### src/rtl/opseq_pkg.sv
// opseq_pkg: FSM state encoding and pipeline tag field layout
package opseq_pkg;
  localparam logic [1:0] IDLE = 2'd0;
  localparam logic [1:0] RUN = 2'd1;
  localparam logic [1:0] DRAIN = 2'd2;
  localparam logic [1:0] DONE = 2'd3;
  // tag = {addr, add_sub, valid}
  localparam int TAG_VLD = 0;
  localparam int TAG_SUB = 1;
  localparam int TAG_ADR = 2;
endpackage

### src/rtl/opseq_delay_line.sv
// opseq_delay_line: enabled tag shift register exposing every stage
module opseq_delay_line #(
  parameter int W = 6,
  parameter int DEPTH = 2
) (
  input  logic                      clk,
  input  logic                      rst,
  input  logic                      en,
  input  logic [W-1:0]              d,
  output logic [DEPTH-1:0][W-1:0]   q
);
  always_ff @(posedge clk or posedge rst)
    if (rst) q <= '0;
    else if (en) q <= {q[DEPTH-2:0], d};
endmodule

### src/rtl/operand_sequencer.sv
// operand_sequencer: walks an operand BRAM window, feeds an adder, writes results back
module operand_sequencer
  import opseq_pkg::*;
#(
  parameter int DATA_W = 32,
  parameter int ADDR_W = 4,
  parameter int BRAM_LAT = 1
) (
  input  logic                  clk,
  input  logic                  rst,
  input  logic                  ena,
  input  logic                  start_stop,
  input  logic                  add_sub,
  input  logic                  loop_mode,
  input  logic [ADDR_W-1:0]     base_addr,
  input  logic [ADDR_W-1:0]     last_addr,
  input  logic [2*DATA_W-1:0]   douta,
  output logic [ADDR_W-1:0]     addr,
  output logic [DATA_W-1:0]     A,
  output logic [DATA_W-1:0]     B,
  output logic                  cin,
  output logic                  op_valid,
  input  logic [DATA_W-1:0]     sum,
  input  logic                  cout,
  output logic                  res_we,
  output logic [ADDR_W-1:0]     res_addr,
  output logic [DATA_W:0]       res_data,
  output logic                  busy,
  output logic                  done,
  output logic [ADDR_W:0]       count
);
  localparam int TW = ADDR_W + 2;
  localparam int DEPTH = BRAM_LAT + 1;
  logic [1:0] state, state_nx;
  logic ss_q, start, issue, at_last, in_flight, res_we_q;
  logic [ADDR_W-1:0] base_q, last_q;
  logic [DEPTH-1:0][TW-1:0] tags;
  logic [TW-1:0] tap, fin;
  assign start = ena && state == IDLE && start_stop && !ss_q;
  assign issue = ena && state == RUN && start_stop;
  assign at_last = addr == last_q;
  assign tap = tags[BRAM_LAT-1];
  assign fin = tags[BRAM_LAT];
  assign op_valid = fin[TAG_VLD];
  // a registered result still counts as in flight until it is committed
  assign res_we = res_we_q && ena;
  always_comb begin
    in_flight = res_we_q;
    for (int i = 0; i < DEPTH; i++) in_flight |= tags[i][TAG_VLD];
  end
  always_ff @(posedge clk or posedge rst)
    if (rst) begin
      state <= IDLE;
      ss_q <= 1'b0;
      base_q <= '0;
      last_q <= '0;
      addr <= '0;
      count <= '0;
    end else if (ena) begin
      state <= state_nx;
      ss_q <= start_stop;
      if (start) begin
        base_q <= base_addr;
        last_q <= last_addr;
        addr <= base_addr;
      end else if (issue) addr <= at_last ? base_q : addr + 1'b1;
      if (start) count <= '0;
      else if (res_we_q && ~&count) count <= count + 1'b1;
    end
  always_comb begin
    state_nx = state;
    if (ena)
      case (state)
        IDLE: state_nx = (start_stop && !ss_q) ? RUN : IDLE;
        RUN: state_nx = (!start_stop || (at_last && !loop_mode)) ? DRAIN : RUN;
        DRAIN: state_nx = in_flight ? DRAIN : DONE;
        default: state_nx = IDLE;
      endcase
  end
  always_comb begin
    busy = state == RUN || state == DRAIN;
    done = state == DONE;
  end
  opseq_delay_line #(.W(TW), .DEPTH(DEPTH)) u_tags (
    .clk(clk),
    .rst(rst),
    .en(ena),
    .d({addr, add_sub, issue}),
    .q(tags)
  );
  always_ff @(posedge clk or posedge rst)
    if (rst) begin
      A <= '0;
      B <= '0;
      cin <= 1'b0;
    end else if (ena && tap[TAG_VLD]) begin
      A <= douta[2*DATA_W-1:DATA_W];
      B <= tap[TAG_SUB] ? ~douta[DATA_W-1:0] : douta[DATA_W-1:0];
      cin <= tap[TAG_SUB];
    end
  always_ff @(posedge clk or posedge rst)
    if (rst) begin
      res_we_q <= 1'b0;
      res_addr <= '0;
      res_data <= '0;
    end else if (ena) begin
      res_we_q <= op_valid;
      if (op_valid) begin
        res_addr <= fin[TAG_ADR +: ADDR_W];
        res_data <= {cout, sum};
      end
    end
endmodule
### config.mk
export PLATFORM = sky130hd
export DESIGN_NAME = operand_sequencer
export DESIGN_NICKNAME = d
export VERILOG_FILES = /design/src/rtl/opseq_pkg.sv /design/src/rtl/opseq_delay_line.sv /design/src/rtl/operand_sequencer.sv
export SDC_FILE = /design/constraint.sdc
export NUM_CORES = 1
export LEC_CHECK = 0
export CORE_ASPECT_RATIO = 0.8
export CORE_MARGIN = 3
export CORE_UTILIZATION = 39
export DETAILED_ROUTE_END_ITERATION = 8
export GPL_TIMING_DRIVEN = 0
export PLACE_DENSITY = 0.74
export SYNTH_ARGS = -nofsm -noshare
export SYNTH_HDL_FRONTEND = slang
export SYNTH_SLANG_ARGS = --single-unit
### constraint.sdc
create_clock -name clk -period 4.3 [get_ports clk]
set_input_delay 0.86 -clock clk [delete_from_list [all_inputs] [get_ports clk]]
set_output_delay 0.86 -clock clk [all_outputs]
set_load 0.005 [all_outputs]
Yosys cells after proc, flatten, opt, wreduce, memory -nomap -nowiden
Index checks and enable logic that the tools add are counted.
{"block": "word_totals", "out_inout_bits": 115, "input_bits": 111, "wordCells": 57, "register_bits": 135}
{"block": "classes", "reduce_logical": 24, "n_mux": 10, "add_sub_neg": 2, "eq_ne": 4, "bitwise_logic": 3}
{"cell": "32-bit 2-to-1 mux", "n": 1}
{"cell": "32-bit NOT", "n": 1}
{"cell": "4-bit 2-to-1 mux", "n": 3}
{"cell": "1-bit logical AND", "n": 10}
{"cell": "5-bit 2-to-1 mux", "n": 2}
{"cell": "2-bit AND reduction", "n": 4}
{"cell": "2-bit case mux with 3 select lines", "n": 1}
{"cell": "5-bit by 1-bit adder with 5-bit output (second input constant)", "n": 1}
{"cell": "5-bit AND reduction", "n": 1}
{"cell": "4-bit by 1-bit adder with 4-bit output (second input constant)", "n": 1}
{"cell": "2-bit == test (second input constant)", "n": 2}
{"cell": "4-bit == test", "n": 1}
{"cell": "1-bit logical NOT", "n": 4}
{"cell": "2-bit nonzero test", "n": 2}
{"cell": "2-bit by 1-bit == test with 1-bit output (second input constant)", "n": 1}
{"cell": "2-bit logical NOT", "n": 1}
{"cell": "1-bit logical OR", "n": 2}
{"cell": "1-bit 2-to-1 mux", "n": 2}
{"cell": "2-bit 2-to-1 mux", "n": 1}
{"cell": "1-bit OR", "n": 2}

Logic depth before layout (Yosys ltp)
{"block": "logic_depth", "depth_word": 6, "mapped_depth": 7, "ltp_nobuf": 7}

Hierarchy
From an unflattened synthesis, not the netlist that was laid out.
{"block": "unflattened", "cells_unflattened": 432, "hier_area_um2": 5631.7}
{"module": "operand_sequencer", "seq_area_each_um2": 3078.0, "area_each_um2": 5143.7, "cells_per_inst": 406, "instances": 1}
{"module": "opseq_delay_line", "seq_area_each_um2": 300.3, "area_each_um2": 488.0, "cells_per_inst": 26, "instances": 1}

Worst setup path before layout
No wires, ideal clock.
{"block": "synth_path", "path_type": "in2out", "startpoint": "input port ena", "endpoint": "output port res_we", "arrival_time_ps": 1337, "n_path_buf": 2, "stages": 3, "required_time_ps": 3440, "path_slack_ps": 2103, "cell_sequence": "buf_4 -> buf_2 -> and2_1"}
{"block": "synth_between", "elab_chain_cells": 1}
{"item": "start, declared", "line_no": "operand_sequencer.sv:11", "source": "input logic ena,"}
{"item": "1-bit logical AND", "line_no": "operand_sequencer.sv:46", "source": "assign res_we = res_we_q && ena;"}
{"item": "end, declared", "line_no": "operand_sequencer.sv:25", "source": "output logic res_we,"}
No other way between the ends.

Worst setup path after layout
Same ends and word-level chain as after synthesis.

==> metrics.yaml <==
clk_pin_slew_worst_paths_ns: 0.06
ys.flop_type: "dfrtp_1"
synth_edf_count: 0
fp.dieW_um: 140
synth_area_per_cell_um2: 12.9
vias: 4204
die_area_um2: 15800
via_per_inst: 4.81
slew_violations: 0
switching_power_mw: 1.69
cts_max_level: 4
fmax_mhz: 289
synth_most_common_cell: "dfrtp_1"
synth.cell_area_um2: 5600
drt_pass1_iterations: 4
combPwrFrac_pct: 37.2
std_cell_rows: 38
fin_util_pct: 63.5
synth_compound_gate_area_share_pct: 5.85
synthTopCellsByArea: "dfrtp_1, mux2_2, xnor2_1"
io_pins: 226
postCtsHoldBufs: 0
p_int_mw: 4.24
cp-start-kind: "input pin"
routedWlPerCell_um: 16.8
crit_type: "in2out"
drive_gt1_share_pct: 17.1
cts_tree: "yes"
hold_viol: 0
skew_ns: 0.0122
nFillCells: 1066
grt_max_degree: 43
clock_latency_ns: 0.41
power_leakage_nw: 3.78
yosysWarnings: 0
hp-class: "reg2reg"
setup_violations: 0
drt_iter0_drc: 217
place_congestion: 0.841
track_usage_pct: 18.6
hpwl_um: 11100
timing.hold.ws_ns: 0.477
ant_nets: 0
reg2reg_depth: 7
synth.largest_area_cell: "dfrtp_1"
seqPwrFrac_pct: 37.5
cts-root-buf: "clkbuf_16"
p_per_area_nw_per_um2: 678
rsz0062_at_grt: "false"
synthSimpleGateAreaFrac_pct: 6.66
synth.area.mux_share_pct: 16.4
p_clk_share_pct: 25.3
synth_nets: 553
synth_cells: 434
switching_share_pct: 28.5
critPathMaxFanout: 10
yosysSeqAreaShare_pct: 59.9
clock-sinks: 134
synth-adder-area-share_pct: 1.79
reg2reg_from: "count[0]$_DFFE_PP0P_"
maxCapViolCount: 0
endpoint_kind: "output pin"
post_cts_resized: 0
synth_top_family_by_area: "multiplexers"
io_buffers: 225
postCtsSetupBuffers: 0
antenna_cells: 0
grt_antenna_before_repair: 0
grt_pass1_vias: 4564
drc: 0
setup_tns_ns: 0
synth_cell_types: 40
rrSetupSlack_ns: 2.48
wl_um: 14700
r2r_end: "count[3]$_DFFE_PP0P_"
synth_xor_area_share_pct: 6.50
period_needed_ns: 3.46
maxSlewHeadroom_pct: 40.8
worstMarginPinSlew_ns: 0.886
worstPathArrival_ns: 2.60
endpoint: "res_we"
crit_required_ns: 3.44
ir_drop_mv: 0.359
synth_common_cells: "dfrtp_1, nand2_1, mux2_2"
grt.overflow.total: 0
start_util_pct: 40.6
syn2layout_area_growth_pct: 56.3
grt_pass1_wl_um: 23500
core_area_um2: 13800
clk_path_buf_depth: 2
cts_made_buffers: 17
status: "finished clean"
async_flop_share_pct: 100
netlist.area_leader.share_pct: 59.9
cp-startpoint: "ena"
ys_ff_latch: 134
final_nets: 800
die-height_um: 113
finalCritPeriodShare_pct: 80.4
[power groups by stage]
stage | sequential [mW] | combinational, mW | clock [mW]
after floorplan | 2.22 | 0.829 | 0
after global routing | 2.30 | 2.39 | 1.60
after detailed placement | 2.24 | 2.23 | 0
after CTS | 2.23 | 2.25 | 1.53
after global placement | 2.21 | 2.17 | 0
final | 2.23 | 2.21 | 1.50
[area by class of cell]
cell class	instances	area, um^2	area share (%)
sequential	134	3350	38.3
timing repair buffer	228	2310	26.4
clock buffer	19	443	5.06
multi-input combinational	268	2080	23.8
tap	180	225	2.57
clock inverter	13	169	1.93
buffer	21	120	1.37
inverter	11	45.0	0.515
[flip-flops by register name (all words and copies together), names as in the netlist, 5 cells and up]
signal and count:
res_data 33, A 32, B 32, u_tags.q 11, count 5
[per-stage QoR]
stage	power, mW	instance area (um^2)	std cells	worst slack [ns]
global placement	4.37	8080	839	0.599
CTS	6.01	8750	874	0.815
global route	6.29	8750	874	0.717
detailed placement	4.48	8140	842	0.808
finish	5.93	8750	874	0.845
floorplan	3.05	5600	434	1.77
[routing by layer]
layer	up-vias	share of wire, %	routed length, um	track usage (%)
li1	1968	-	-	-
met1	2042	42	6170	23.0
met2	178	48	7130	30.5
met3	16	8.3	1230	7.18
met4	0	1.4	208	5.87
met5	-	0	0	0
[placed cells by master (no fill, tap or decap), drive strengths merged, types with 2 or more instances in the layout]
master,count
inv,15
a21oi,4
o22ai,2
ha,8
clkbuf,23
o21ai,40
clkinvlp,2
clkdlybuf4s50,225
a22o,2
xor2,2
xnor2,37
nand3,5
clkinv,4
and3,2
nand2,63
bufinv,3
mux2i,3
and2,2
nor2,3
mux2,79
o211ai,2
dfrtp,134
buf,20
[how the worst min path moves through the flow]
stage | slack, ns | depth (start not counted) | start | to
global route | 0.51 | 1 | res_data[1]$_DFFE_PP0P_ | res_data[1]$_DFFE_PP0P_
global placement | 0.46 | 2 | B[25]$_DFFE_PP0P_ | B[25]$_DFFE_PP0P_
floorplan | 0.44 | 2 | base_q[1]$_DFFE_PP0P_ | base_q[1]$_DFFE_PP0P_
detailed placement | 0.46 | 2 | base_q[3]$_DFFE_PP0P_ | base_q[3]$_DFFE_PP0P_
CTS | 0.48 | 2 | base_q[3]$_DFFE_PP0P_ | base_q[3]$_DFFE_PP0P_
finish | 0.48 | 2 | base_q[3]$_DFFE_PP0P_ | base_q[3]$_DFFE_PP0P_
[critical path: stages]
cell	delay [ns]
clkdlybuf4s50_1	0.58
buf_4	0.23
buf_2	0.26
and2_1	0.17
clkdlybuf4s50_1	0.49
[kinds of logic (layout without fill, tap and decap cells)]
logic type,count (synthesis),after routing
compound gates,57,57
xor+xnor,39,39
fa+ha+maj,8,8
buf+inv,32,292
flops,134,134
mux,82,82
simple gates,82,82
Power figures use the tool's default switching activity.
